File: src/rtl/seq_detector.sv
// ============================================================================
// seq_detector
// ----------------------------------------------------------------------------
// Serial pattern detector that sits directly behind a registered D flip-flop
// stage. Each cycle with DIN_VALID high, one bit is shifted into a history
// register and compared against PATTERN (MSB = first bit received). A match
// produces a one-cycle registered DETECT pulse and bumps a saturating counter.
//
// Matching modes (OVERLAP):
//   1 : the tail of one match may serve as the head of the next.
//   0 : after a match, PAT_LEN fresh bits must arrive before the next match.
//
// Ports:
//   CLK        in   1      rising-edge clock
//   RST        in   1      asynchronous, active-high reset
//   DIN        in   1      serial data bit (upstream flip-flop Q)
//   DIN_VALID  in   1      qualifies DIN for this cycle
//   CLR        in   1      synchronous clear of history, fill and count
//   DETECT     out  1      registered one-cycle pulse per match
//   COUNT      out  CNT_W  saturating number of matches
//
// Every output comes straight from a flop; no input reaches an output
// combinationally.
// ============================================================================
module seq_detector #(
    parameter int                 PAT_LEN = 4,
    parameter logic [PAT_LEN-1:0] PATTERN = 4'b1011,
    parameter bit                 OVERLAP = 1'b1,
    parameter int                 CNT_W   = 8
) (
    input  logic             CLK,
    input  logic             RST,
    input  logic             DIN,
    input  logic             DIN_VALID,
    input  logic             CLR,
    output logic             DETECT,
    output logic [CNT_W-1:0] COUNT
);

    // fill must represent 0..PAT_LEN inclusive.
    localparam int                FILL_W   = $clog2(PAT_LEN + 1);
    localparam logic [FILL_W-1:0] FILL_MAX = FILL_W'(PAT_LEN);
    // A match is only allowed once PAT_LEN-1 real bits are already held, so
    // together with the incoming bit the whole window consists of real data.
    // This keeps the zero-filled history from matching (even PATTERN == 0).
    localparam logic [FILL_W-1:0] FILL_ARM = FILL_W'(PAT_LEN - 1);
    localparam logic [CNT_W-1:0]  CNT_SAT  = {CNT_W{1'b1}};

    logic [PAT_LEN-1:0] hist_q,   hist_d;
    logic [FILL_W-1:0]  fill_q,   fill_d;
    logic [CNT_W-1:0]   count_q,  count_d;
    logic               detect_q, detect_d;

    logic [PAT_LEN-1:0] next_hist;
    logic               match;

    // Candidate window if the current bit were accepted.
    assign next_hist = {hist_q[PAT_LEN-2:0], DIN};
    assign match     = (next_hist == PATTERN) && (fill_q >= FILL_ARM);

    // ------------------------------------------------------------------------
    // Next-state logic. Priority: CLR > DIN_VALID > hold.
    // ------------------------------------------------------------------------
    always_comb begin
        // NOTE: every signal written here gets a default first; a path that
        // leaves one unassigned would infer a latch.
        hist_d   = hist_q;
        fill_d   = fill_q;
        count_d  = count_q;
        detect_d = 1'b0;

        if (CLR) begin
            // DIN is ignored in a clear cycle even when qualified.
            hist_d  = '0;
            fill_d  = '0;
            count_d = '0;
        end else if (DIN_VALID) begin
            hist_d = next_hist;
            if (match) begin
                detect_d = 1'b1;
                if (count_q != CNT_SAT) begin
                    count_d = count_q + 1'b1;
                end
                // Non-overlap: history is kept but disarmed until PAT_LEN
                // new bits have been seen.
                fill_d = OVERLAP ? FILL_MAX : '0;
            end else if (fill_q != FILL_MAX) begin
                fill_d = fill_q + 1'b1;
            end
        end
        // Gap cycles (DIN_VALID=0) hold history, fill and count, so a
        // partial match survives any number of idle cycles.
    end

    // ------------------------------------------------------------------------
    // State registers.
    // ------------------------------------------------------------------------
    always_ff @(posedge CLK or posedge RST) begin
        if (RST) begin
            hist_q   <= '0;
            fill_q   <= '0;
            count_q  <= '0;
            detect_q <= 1'b0;
        end else begin
            // NOTE: non-blocking assignments so every register samples the
            // pre-edge value of the others, independent of statement order.
            hist_q   <= hist_d;
            fill_q   <= fill_d;
            count_q  <= count_d;
            detect_q <= detect_d;
        end
    end

    assign DETECT = detect_q;
    assign COUNT  = count_q;

endmodule

File: config.mk
export PLATFORM = sky130hd
export DESIGN_NAME = seq_detector
export DESIGN_NICKNAME = d
export VERILOG_FILES = /design/src/rtl/seq_detector.sv
export SDC_FILE = /design/constraint.sdc
export NUM_CORES = 1
export LEC_CHECK = 0
export BUFFER_PORTS_ARGS = -buffer_cell sky130_fd_sc_hd__buf_4
export CORE_MARGIN = 3
export CORE_UTILIZATION = 53
export CTS_CLUSTER_DIAMETER = 120
export DETAILED_ROUTE_END_ITERATION = 6
export GPL_ROUTABILITY_DRIVEN = 0
export PLACE_DENSITY_LB_ADDON = 0.05
export SLEW_MARGIN = 10
export SYNTH_ARGS = -nofsm -noshare
export SYNTH_HDL_FRONTEND = slang
export SYNTH_SLANG_ARGS = --single-unit
File: constraint.sdc
create_clock -name CLK -period 2.4 [get_ports CLK]
set_input_delay 0 -clock CLK [delete_from_list [all_inputs] [get_ports CLK]]
set_output_delay 0 -clock CLK [all_outputs]
set_load 0.05 [all_outputs]
==> summary.md <==
| Metric | Value |
|---|---|
| # diodes | `0` |
| RSZ-0062 raised after global routing | `false` |
| Predominant post-synthesis flop cell | `dfrtp_1` |
| Die width | `between 40 and 50 um` |
| Multi-input logic area | `423 um2` |
| Crit. End Element | `flop` |
| Data required, critical path | `about 2600 ps` |
| Final #Nets | `approximately 110` |
| Synth cell types | `34` |
| Logic gate share of total power | `0.085` |
| Sinks on Clock Net | `15` |
| P_leak | `about 0.45 nW` |
| Share of cells above drive strength 1 | `0.202` |
| Hold Vio Cnt, Final | `0` |
| Num CTS Buffers | `3` |
| GR Overflow Total | `0` |
| Largest family of logic cells by synthesized area | `simple AND/OR/NAND/NOR gates` |
| CTS tree | `yes` |
| EDFF count, synth | `0` |
| R2r setup slk | `just under 500 ps` |
| I/O pin count | `14` |
| Critical-path top delay cell | `dfrtp_1` |
| CTS H-tree depth | `1` |
| Mapped Cells | `88` |
| Drt first pass iters | `4` |
| Max frequency | `521 MHz` |
| Minimum clock period | `1920 ps` |
| Post-synthesis mux area share | `0.0598` |
| Slew @ Worst Pin | `approximately 570 ps` |
| CP dominant cell by count | `ha_1` |
| Count of final setup violators | `0` |
| Worst-Skew Late Latency | `about 290 ps` |
| Rel. slew slack | `0.616` |
| First-pass GRT wire length | `roughly 3000 um` |
| Yosys warning total | `0` |
| Clock power share | `0.334` |
| Max VDD drop | `between 0.3 and 0.4 mV` |
| DP HPWL | `between 1000 and 1500 um` |
| Wirelength per Cell | `about 15 um` |
| Top-count cell post-synth | `dfrtp_1` |
| Drt drc | `0` |
| Slew Viols, Final | `0` |
| Max FO, Critical Path | `12` |
| Antenna violations before repair | `0` |
| Gr usage total | `0.193` |
| Post-Place Worst Slack | `between 500 and 600 ps` |
| Fin Clk Skew | `just under 7 ps` |
| ANT nets after route | `0` |
| Fin worst setup slack | `between 400 and 500 ps` |
| Fill count | `approximately 110` |
| Critical path class | `reg2reg` |
| Asr flop ratio synth | `1.00` |
| Root Buffer | `clkbuf_4` |
| Switching power | `between 0.1 and 0.15 mW` |
| CP delay by family, top | `simple AND/OR/NAND/NOR gates` |
| Clk buf depth | `2` |
| Post-Synth XOR/XNOR Area | `0` |
| Final Cycle Share | `0.799` |
| Share of the synthesized area in the top cell type | `0.437` |
| Synth top area cells | `dfrtp_1 (44%), ha_1 (5.8%), mux2i_1 (4.7%)` |
| Largest net degree at the start of global routing | `19` |
| Max-cap violations | `0` |
| Site row count | `13` |
| Die Area | `2140 um2` |
| Die Y | `46.2 um` |
| Final core occ | `0.707` |
| WHS | `49.2 ps` |
| Synthesized flop and latch total | `15` |
| Port bufs | `13` |
| Setup tns final | `0 ps` |
| Post-Synth Adder-Cell Area | `0.0583` |
| Power density cells | `about 450 nW/um2` |
| Post-synth top cells | `dfrtp_1 (15), inv_1 (8), a21oi_1 (7), nor2_1 (7), nand2_1 (5)` |
| Switching portion of total power | `0.250` |
| CP bufs+invs | `0` |
| Synthesized cell area | `around 860 um2` |
| Flop pwr share | `0.580` |
| Post-CTS sizing | `0` |
| Post-synthesis compound-gate area fraction | `0.143` |
| Int Power | `0.338 mW` |
| Initial DRC count | `16` |
| Hold crit path type | `in2reg` |
| Syn Nets | `between 90 and 100` |
| Post-synthesis simple-gate area fraction | `0.232` |
| DR vias | `723` |
| Register area share after synthesis | `0.437` |
| CP max stage delay | `~400 ps` |
| Core area | `approximately 1400 um2` |
| Final wirelength | `1800 um` |
| Area growth syn-to-layout | `16.6%` |
| Vias per Instance | `slightly above 6` |
| Worst-path clk slew | `100 ps` |
| Worst path cell trace | `ha_1, ha_1, a211o_1, nand3_2, nor4_2, mux2_1` |
| Number of global-route vias before repair | `between 600 and 700` |
| CP Launch Type | `flop` |
| Status | `finished clean` |
| Syn Area/Cell | `9.75 um2` |
| Register Area | `between 300 and 400 um2` |
| Worst Path Arrival | `about 2100 ps` |
| Synth area leader | `dfrtp_1` |
| Initial Utilization | `0.607` |
timing repair:
item	CTS	global route
hold buffers	3	0
buffers inserted	0	0
hold endpoints to repair	17	0
tightest hold or removal path: stages:
cell     delay [ps]
buf_4           150
nand4_1          80
a21oi_1          60
cell families (layout without fill, tap and decap cells):
| logic type | Yosys count | count (layout) |
|---|---|---|
| flip-flops | 15 | 15 |
| adder cells (fa/ha/maj) | 4 | 4 |
| AO/OA/AOI/OAI | 19 | 19 |
| multiplexers | 5 | 5 |
| AND/OR/NAND/NOR | 33 | 33 |
| buffers and inverters | 12 | 28 |
layout make-up:
class	count	share of cell area
sequential	15	0.375
timing repair buffer	16	0.127
multi-input combinational	61	0.423
tap	15	0.0188
inverter	8	0.0300
clock buffer	4	0.0263
registers in the layout, indices dropped and copies added, names as in the netlist:
register,count
COUNT,8
DETECT,1
fill_q,3
hist_q,3
per-layer routing:
| metal | vias to the layer above | part of all wire | track usage |
|---|---|---|---|
| met1 | 337 | 0.47 | 0.249 |
| met4 | 0 | 0.014 | 0.0852 |
| met2 | 28 | 0.45 | 0.310 |
| li1 | 354 | - | - |
| met5 | - | 0 | 0 |
| met3 | 4 | 0.058 | 0.0352 |
power by group through the flow:
stage	Sequential (mW)	Combinational [mW]	Clock, mW
floorplan	0.266	0.0268	0
global placement	0.266	0.0345	0
detailed placement	0.267	0.0353	0
CTS	0.262	0.0394	0.156
global route	0.263	0.0445	0.166
finish	0.262	0.0385	0.151
worst paths after layout:
| path | from | cells past startpoint | endpoint |
|---|---|---|---|
| worst max-delay path | fill_q[0] | 6 | COUNT[5] |
| worst min-delay path | DIN_VALID | 3 | fill_q[0] |
| max in group asynchronous | RST | 3 | DETECT |
| worst max register to register | fill_q[0] | 6 | COUNT[5] |
| min in group asynchronous | RST | 3 | COUNT[4] |
| worst min register to register | hist_q[2] | 2 | hist_q[2] |
cell usage in the layout, fill, tap and decap left out, types with 2 or more instances in the layout:
master	synthesis	layout
o41ai_1	2	2
mux2i_1	4	4
nand3_1	4	4
nand2_1	5	5
dlygate4sd3_1	0	3
a21oi_1	7	7
clkbuf_4	0	3
nor2_1	7	7
inv_1	8	8
o21ai_0	4	4
dfrtp_1	15	15
buf_4	0	13
ha_1	4	4
nand4_1	4	4
metrics by stage:
stage                     total power [mW]  cells  cell area [um2]
after floorplan                      0.292     88              858
after CTS                            0.457    119             1000
after global placement               0.301    112              945
after detailed placement             0.302    112              945
final                                0.451    119             1000
after global routing                 0.474    119             1000
Power figures use the tool's default switching activity.
